===== config.mk =====
export PLATFORM = sky130hd
export DESIGN_NAME = grid_paint_writer
export DESIGN_NICKNAME = d
export VERILOG_FILES = /design/src/rtl/grid_pkg.sv /design/src/rtl/grid_paint_fifo.sv /design/src/rtl/grid_paint_writer.sv
export SDC_FILE = /design/constraint.sdc
export NUM_CORES = 1
export LEC_CHECK = 0
export BUFFER_PORTS_ARGS = -buffer_cell sky130_fd_sc_hd__buf_4
export CORE_MARGIN = 10
export CORE_UTILIZATION = 60
export DETAILED_ROUTE_END_ITERATION = 10
export PLACE_DENSITY = 0.78
export SETUP_SLACK_MARGIN = 0.02
export SYNTH_ARGS = -nofsm -noshare
export SYNTH_HDL_FRONTEND = slang
export SYNTH_SLANG_ARGS = --single-unit

===== constraint.sdc =====
create_clock -name clock -period 7.95 [get_ports clock]
set_input_delay 0 -clock clock [delete_from_list [all_inputs] [get_ports clock]]
set_output_delay 0 -clock clock [all_outputs]
set_load 0.02 [all_outputs]

===== src/rtl/grid_pkg.sv =====
// rtl/grid_pkg.sv - shared types and constants for the grid paint writer.
package grid_pkg;

  localparam int ADDR_W     = 12;
  localparam int VAL_W      = 4;
  localparam int GRID_CELLS = 3072;

  typedef struct packed {
    logic [ADDR_W-1:0] addr;
    logic [VAL_W-1:0]  val;
  } paint_req_t;

  typedef enum logic { RUN = 1'b0, SWEEP = 1'b1 } gpw_state_t;
  typedef enum logic { PLAY = 1'b0, WALL = 1'b1 } chan_t;

endpackage


===== src/rtl/grid_paint_fifo.sv =====
// rtl/grid_paint_fifo.sv - synchronous FIFO of paint requests with flush.
module grid_paint_fifo
  import grid_pkg::*;
#(
  parameter int DEPTH = 8,
  localparam int PTR_W = $clog2(DEPTH),
  localparam int LVL_W = PTR_W + 1
) (
  input  logic             clock,
  input  logic             resetn,
  input  logic             flush,
  input  logic             push,
  input  paint_req_t       din,
  input  logic             pop,
  output paint_req_t       dout,
  output logic             full,
  output logic             empty,
  output logic [LVL_W-1:0] level
);

  paint_req_t       mem [DEPTH];
  logic [PTR_W-1:0] wr_ptr;
  logic [PTR_W-1:0] rd_ptr;
  logic             push_ok;
  logic             pop_ok;

  assign full    = (level == LVL_W'(DEPTH));
  assign empty   = (level == '0);
  assign push_ok = push & ~full;
  assign pop_ok  = pop & ~empty;
  assign dout    = mem[rd_ptr];

  // Storage needs no reset; only the pointers and level define validity.
  always_ff @(posedge clock) begin
    if (push_ok) mem[wr_ptr] <= din;
  end

  always_ff @(posedge clock or negedge resetn) begin
    if (!resetn) begin
      wr_ptr <= '0;
      rd_ptr <= '0;
      level  <= '0;
    end else if (flush) begin
      wr_ptr <= '0;
      rd_ptr <= '0;
      level  <= '0;
    end else begin
      if (push_ok) wr_ptr <= wr_ptr + PTR_W'(1);
      if (pop_ok)  rd_ptr <= rd_ptr + PTR_W'(1);
      case ({push_ok, pop_ok})
        2'b10:   level <= level + LVL_W'(1);
        2'b01:   level <= level - LVL_W'(1);
        default: level <= level;
      endcase
    end
  end

endmodule


===== src/rtl/grid_paint_writer.sv =====
// rtl/grid_paint_writer.sv - arbitrates player/wall paints into a FIFO and drains to grid RAM.
// Optional GRID_BOUNDS_CHECK_EN drops out-of-range requests and counts them.
module grid_paint_writer
  import grid_pkg::*;
#(
  parameter int               DEPTH      = 8,
  parameter int               GRID_CELLS = grid_pkg::GRID_CELLS,
  parameter logic [VAL_W-1:0] CLEAR_VAL  = 4'h0
) (
  input  logic              clock,
  input  logic              resetn,
  input  logic              play_valid,
  output logic              play_ready,
  input  logic [ADDR_W-1:0] play_addr,
  input  logic [VAL_W-1:0]  play_val,
  input  logic              wall_valid,
  output logic              wall_ready,
  input  logic [ADDR_W-1:0] wall_addr,
  input  logic [VAL_W-1:0]  wall_val,
  input  logic              clear_req,
  input  logic              grid_wr_allow,
  output logic              clear_busy,
  output logic              wren_gridData,
  output logic [ADDR_W-1:0] wraddress_gridData,
  output logic [VAL_W-1:0]  data_gridData,
  output logic [3:0]        fifo_level,
  output logic [7:0]        drop_count
);

  localparam int LVL_W = $clog2(DEPTH) + 1;
  localparam logic [ADDR_W-1:0] LAST_CELL = ADDR_W'(GRID_CELLS - 1);

  gpw_state_t       state;
  chan_t            rr_pref;
  logic [ADDR_W-1:0] sweep_cnt;

  logic             run;
  logic             accept_ok;
  logic             play_grant;
  logic             wall_grant;
  logic             in_range;
  paint_req_t       grant_req;
  logic             fifo_push;
  logic             fifo_pop;
  logic             fifo_flush;
  logic             fifo_full;
  logic             fifo_empty;
  paint_req_t       fifo_head;
  logic [LVL_W-1:0] fifo_lvl;

  // The non-preferred channel yields only when the preferred one is actually asking.
  always_comb begin
    run        = (state == RUN);
    accept_ok  = run & ~clear_req & ~fifo_full;
    play_ready = accept_ok & ~(wall_valid & (rr_pref == WALL));
    wall_ready = accept_ok & ~(play_valid & (rr_pref == PLAY));
    play_grant = play_valid & play_ready;
    wall_grant = wall_valid & wall_ready;
    grant_req  = play_grant ? '{addr: play_addr, val: play_val}
                            : '{addr: wall_addr, val: wall_val};
    fifo_push  = (play_grant | wall_grant) & in_range;
    fifo_pop   = run & ~clear_req & grid_wr_allow & ~fifo_empty;
    fifo_flush = run & clear_req;
  end

`ifdef GRID_BOUNDS_CHECK_EN
  assign in_range = (32'(grant_req.addr) < GRID_CELLS);

  always_ff @(posedge clock or negedge resetn) begin
    if (!resetn) begin
      drop_count <= 8'h00;
    end else if ((play_grant | wall_grant) & ~in_range & (drop_count != 8'hFF)) begin
      drop_count <= drop_count + 8'd1;
    end
  end
`else
  assign in_range   = 1'b1;
  assign drop_count = 8'h00;
`endif

  grid_paint_fifo #(.DEPTH(DEPTH)) u_fifo (
    .clock  (clock),
    .resetn (resetn),
    .flush  (fifo_flush),
    .push   (fifo_push),
    .din    (grant_req),
    .pop    (fifo_pop),
    .dout   (fifo_head),
    .full   (fifo_full),
    .empty  (fifo_empty),
    .level  (fifo_lvl)
  );

  assign fifo_level = 4'(fifo_lvl);
  assign clear_busy = (state == SWEEP);

  always_ff @(posedge clock or negedge resetn) begin
    if (!resetn) begin
      state              <= RUN;
      rr_pref            <= PLAY;
      sweep_cnt          <= '0;
      wren_gridData      <= 1'b0;
      wraddress_gridData <= '0;
      data_gridData      <= '0;
    end else begin
      wren_gridData <= 1'b0;
      if (play_grant)      rr_pref <= WALL;
      else if (wall_grant) rr_pref <= PLAY;

      case (state)
        RUN: begin
          if (clear_req) begin
            state     <= SWEEP;
            sweep_cnt <= '0;
          end else if (fifo_pop) begin
            wren_gridData      <= 1'b1;
            wraddress_gridData <= fifo_head.addr;
            data_gridData      <= fifo_head.val;
          end
        end
        SWEEP: begin
          if (grid_wr_allow) begin
            wren_gridData      <= 1'b1;
            wraddress_gridData <= sweep_cnt;
            data_gridData      <= CLEAR_VAL;
            if (sweep_cnt == LAST_CELL) begin
              state     <= RUN;
              sweep_cnt <= '0;
            end else begin
              sweep_cnt <= sweep_cnt + ADDR_W'(1);
            end
          end
        end
        default: state <= RUN;
      endcase
    end
  end

endmodule


==> Word level (Yosys, flattened, before mapping) <==
Memory sizes are Yosys's and may differ from the RTL's.
Index checks and enable logic that the tools add are counted.
W data, S select, Z words.
{ "word_totals": {"mem_bits_rw": 128, "in_bits": 38, "elab_cells": 82, "output_inout_bits": 32, "n_memories": 1, "regBits": 41} }
{ "op_classes": {"n_bitwise": 21, "mux": 31, "addsub": 5, "n_reduce_logical": 7, "eq_ne": 8} }
{ "mem_list": {"columns": ["memory", "depth", "width", "read_ports", "rd_clocked_by_memory_dff", "wr", "line_no", "source"], "rows": [
  ["u_fifo.mem", 8, 16, 1, 0, 1, "grid_paint_fifo.sv:21", "paint_req_t mem [DEPTH];"]
]} }
{ "op_table": {"columns": ["operator", "n"], "rows": [
  ["$mux W12", 6],
  ["$pmux W12 S2", 2],
  ["$mux W16", 1],
  ["$mux W4", 4],
  ["$pmux W4 S2", 2],
  ["$and A1 B1 Y1", 13],
  ["$add A12 B1 Y12 const B", 1],
  ["$eq A12 B12 Y1 const B", 1],
  ["$mux W3", 4],
  ["$mux W1", 10],
  ["$not A1 Y1", 7],
  ["$add A3 B1 Y3 const B", 2],
  ["$ne A2 B2 Y1 const B", 3],
  ["$reduce_bool A2 Y1", 3],
  ["$add A4 B1 Y4 const B", 1],
  ["$eq A4 B4 Y1 const B", 1],
  ["$logic_not A4 Y1", 1],
  ["$pmux W1 S2", 2],
  ["$sub A4 B1 Y4 const B", 1],
  ["$reduce_and A3 Y1", 1],
  ["$reduce_bool A3 Y1", 1],
  ["$eq A2 B1 Y1 const B", 1],
  ["$eq A2 B2 Y1 const B", 1],
  ["$ne A2 B1 Y1 const B", 1],
  ["2 further kinds", 2]
]} }

==> Logic depth before layout (Yosys ltp) <==
{ "depth": {"ltp_word": 10, "ltp_mapped": 10, "mapped_depth_nobuf": 9} }

==> Hierarchy <==
From an unflattened synthesis, not the netlist that was laid out.
{ "unflattened": {"cells_unflattened": 446, "area_unflattened_um2": 7352.1} }
{ "by_module_without_submodules": {"columns": ["module", "seq_area_each_um2", "area_each_um2", "n_inst", "cells_each"], "rows": [
  ["grid_paint_fifo", 4093.9, 5530.3, 1, 265],
  ["grid_paint_writer", 775.7, 1821.7, 1, 181]
]} }

==> Least setup slack after synthesis <==
No wires, ideal clock.
{ "synth_path": {"path_type": "reg2reg", "from": "register u_fifo.level[1]", "to": "memory u_fifo.mem[0][0] (netlist bit), enable pin", "path_stages_with_launch": 6, "path_buffers": 2, "arrival_ns": 2.887, "period_less_slack_ns": 3.317, "setup_slack_ns": 4.633, "path_cell_list": "dfrtp_1 buf_4 nor4b_1 or4_1 buf_2 nor4_1"} }
{ "synth_via": {"elab_chain_len": 9, "elab_cells_between_ends": 11, "cone_classes": "eq/ne: 1; mux: 2; bitwise: 8"} }
{ "synth_lines": {"columns": ["element", "line_no", "source"], "rows": [
  ["start, declared", "grid_paint_fifo.sv:18", "output logic [LVL_W-1:0] level"],
  ["start signal, assigned", "grid_paint_fifo.sv:51", "2'b10: level <= level + LVL_W'(1);"],
  ["start signal, assigned", "grid_paint_fifo.sv:52", "2'b01: level <= level - LVL_W'(1);"],
  ["start signal, assigned", "grid_paint_fifo.sv:53", "default: level <= level;"],
  ["$eq A4 B4 Y1 *", "grid_paint_fifo.sv:27", "assign full = (level == LVL_W'(DEPTH));"],
  ["$not A1 Y1 *", "grid_paint_fifo.sv:29, grid_paint_writer.sv:54", null],
  ["$and A1 B1 Y1", "grid_paint_writer.sv:54", "accept_ok = run & ~clear_req & ~fifo_full;"],
  ["$and A1 B1 Y1 (on tied branches)", "grid_paint_writer.sv:55, grid_paint_writer.sv:56", null],
  ["$and A1 B1 Y1 (on tied branches)", "grid_paint_writer.sv:57, grid_paint_writer.sv:58", null],
  ["$or A1 B1 Y1", "grid_paint_writer.sv:61", "fifo_push = (play_grant | wall_grant) & in_range;"],
  ["$and A1 B1 Y1 *", "grid_paint_fifo.sv:29", "assign push_ok = push & ~full;"],
  ["$mux W1 *", "grid_paint_fifo.sv:35", "if (push_ok) mem[wr_ptr] <= din;"],
  ["$mux W1 (implied by the code) *", "grid_paint_fifo.sv:35", null],
  ["end, declared", "grid_paint_fifo.sv:21", null]
]} }
Every way passes the cells marked *; elsewhere a longest branch is shown, timed or not.

==> results_dict.tcl <==
set metrics [dict create \
    grt_antenna_before_repair 0 \
    setup-tns-final_ps 0 \
    htreeDepth 4 \
    post_route_cells_drive_above_1_share 0.277 \
    timing.hold.worst_endpoint "u_fifo.mem[2][6]" \
    route.detailed.vias_per_inst 6.08 \
    die_height_um 129 \
    detailed_place_hpwl_um 9160 \
    worst_setup_path_end_kind "register" \
    cts-root-buf "clkbuf_16" \
    destination_of_the_worst_register_to_register_timing_path "u_fifo.mem[5][1]" \
    hold_path.class "in -> reg" \
    max_slew_margin 0.279 \
    setup-violations-final 0 \
    finalWirelength_um 14900 \
    drv_slew 0 \
    num-nets-final 556 \
    drc 0 \
    worstMarginPinSlew_ps 1080 \
    detail_route.first_pass.iterations 5 \
    clk_pin_slew_worst_paths_ps 70 \
    comb_power_share 0.083 \
    totalPowerFinal_mw 1.97 \
    finalWorstSetupSlack_ps 5040 \
    p_seq_frac 0.513 \
    status "complete, no violations" \
    synth_most_common_cell "edfxtp_1" \
    flow.area_growth_from_synthesis_pct 18.3 \
    gr-usage-all-layers 0.189 \
    drtIter0Drc 499 \
    netlist_top_cells_area "edfxtp_1 (54%), dfrtp_1 (14%), mux4_2 (10%), mux2i_1 (2.7%), o21ai_0 (1.8%)" \
    critPathSlowestCell "dlygate4sd3_1" \
    setup.reg_to_reg.worst_slack_ps 5040 \
    finish.utilization 0.730 \
    worst-endpoint-required_ps 8090 \
    chipWidth_um 129 \
    clock-sinks 169 \
    place.port_buffers 61 \
    period_utilisation_layout 0.367 \
    max_cap_violations 0 \
    boundaryPins 70 \
    postRouteAntennaNets 0 \
    core-area_um2 11500 \
    n_antenna_cell 0 \
    ys_seq_elements 169 \
    timing.setup.critical_path_class "reg -> reg" \
    total_leakage_power_nw 3.06 \
    placement.setup.worst_slack_ps 5150 \
    max-vdd-ir-drop_mv 0.205 \
    critical_path.max_stage_delay_ps 670 \
    area_enclosed_by_the_die_boundary_um2 16500 \
    synth_seq_area_share 0.688 \
    initial_core_util 0.617 \
    pwr-share-clk 0.404 \
    synth_edf_count 128 \
    rsz0062_at_grt "no" \
    min_from "play_addr[2]" \
    synth_cell_type_count 40 \
    crit_arrival_ps 3060 \
    combined_buffer_and_inverter_count_along_the_critical_path 1 \
    worst-path-max-fanout 18 \
    grt_overflow 0 \
    synthCells 439 \
    nFillCells 711 \
    clockBufferDepth 2 \
    p_int_mw 1.51 \
    switching_share 0.231 \
    netSwitchingPower_mw 0.456 \
    synth_top_area_frac 0.543 \
    place_congestion 0.822 \
    final.setup_skew_ps 15.4 \
    power.density_nw_per_um2 235 \
    via_count 4075 \
    synth_top_flop_cell "edfxtp_1" \
    grt_pass1_wl_um 23700 \
    async_flop_share 0.243 \
    postSynthAreaPerCell_um2 16.1 \
    achievable-frequency_mhz 343 \
    r2r_start "clear_busy" \
    post_cts_resized 0 \
    first_global_vias 4211 \
    floorplan.rows 39 \
    critPathLaunchType "register" \
    clock_latency_ps 430 \
    final-hold-violation-count 0 \
    syn-cell-area_um2 7080 \
    crit_chain "nor2_1, nand2b_1, a21oi_1, nand2_2, mux2_2, dlygate4sd3_1" \
    cpLargestDelayFamily "simple AND/OR/NAND/NOR gates" \
    worst_r2r_path_cells 6 \
    routedWlPerCell_um 22.2 \
    synth_top_area_cell "edfxtp_1" \
    grt_start_max_net_pins 42 \
    synth.cells.most_frequent "edfxtp_1 (128), dfrtp_1 (41), mux4_2 (32)" \
    min_delay_path_depth 2 \
    timing.final.crit_period_ps 2910 \
    synthesis.yosys.warnings 0 \
    cts_tree "built" \
    cts_made_buffers 17 \
]
## cell families after synthesis
kind of cell	synth area share
fa+ha+maj	0.00707
xor+xnor	0.00866
simple gates	0.0619
compound gates	0.0530
mux	0.154
other cells	0.000530
buf+inv	0.0265
flops	0.688
## worst reg2reg max path, cell delays in order (launching register included)
cell           delay, ps
dfrtp_1              520
nor2_1               300
nand2b_1             150
a21oi_1              220
nand2_2              360
mux2_2               410
dlygate4sd3_1        670
## layout by cell type, fill, tap and decap left out, types with 4 or more instances in the layout
cell,n
a21oi_1,21
a31oi_1,10
and3_1,12
buf_4,68
clkbuf_16,17
conb_1,8
dfrtp_1,40
dlygate4sd3_1,13
edfxtp_1,128
ha_1,4
inv_1,5
inv_6,4
mux2_1,9
mux2_2,7
mux2i_1,19
mux4_2,32
nand2_1,24
nand2b_1,8
nand3_1,6
nor2_1,16
o21ai_0,26
xor2_1,5
## per-stage QoR
| step | hold WS [ps] | area, um2 | instances |
|---|---|---|---|
| finish | 14.2 | 8370 | 670 |
| CTS | 2.35 | 8370 | 670 |
| floorplan | -296 | 7100 | 446 |
| global placement | 6.04 | 7670 | 625 |
| global route | 24.4 | 8370 | 670 |
| detailed placement | 9.43 | 7670 | 625 |
## power groups by stage
stage	clock [mW]	sequential (mW)	combinational (mW)
floorplan	0	1.03	0.0918
global placement	0	1.03	0.155
detailed placement	0	1.03	0.158
CTS	0.806	1.01	0.165
global route	0.843	1.02	0.182
finish	0.795	1.01	0.163
## layout make-up
class,instances,area (um2),share of cell area
inverters,5,18.8,0.00224
clock inverters,15,146,0.0175
flip-flops and latches,169,4870,0.582
multi-input cells,240,2090,0.250
well taps,143,179,0.0214
repair buffers,81,641,0.0765
clock buffers,17,425,0.0508
## flip-flops by register name (all words and copies together) (netlist names)
name	count
u_fifo.level	4
u_fifo.rd_ptr	3
wraddress_gridData	12
wren_gridData	1
u_fifo.wr_ptr	3
data_gridData	4
u_fifo.mem	128
clear_busy	1
sweep_cnt	12
rr_pref	1
## worst max path at each step
| stage | cells after the start | slack, ps | start | end |
|---|---|---|---|---|
| 6_report | 6 | 5040 | clear_busy | u_fifo.mem[5][1] |
| 5_1_grt | 6 | 4820 | clear_busy | u_fifo.mem[0][3] |
| 4_1_cts | 6 | 5020 | clear_busy | u_fifo.mem[3][5] |
| 3_5_place_dp | 8 | 5150 | clear_busy | u_fifo.level[2] |
| 3_3_place_gp | 8 | 5230 | clear_busy | u_fifo.level[2] |
| 2_1_floorplan | 5 | 4630 | u_fifo.level[1] | u_fifo.mem[0][0] |
## metal layers
layer  part of all wire  global-route usage  up-vias
met5                  0                   0        -
met4              0.019              0.0675        0
met3              0.073              0.0632       30
met2               0.51               0.310      154
met1               0.40               0.229     2051
li1                   -                   -     1840
## timing repair
item / CTS / global route
hold endpoints to repair: 83 / 0
endpoints found under the setup margin: 0 / 0
hold buffers: 13 / 0
setup buffers: 0 / 0
Note: power is estimated with default switching activity, not from simulation.
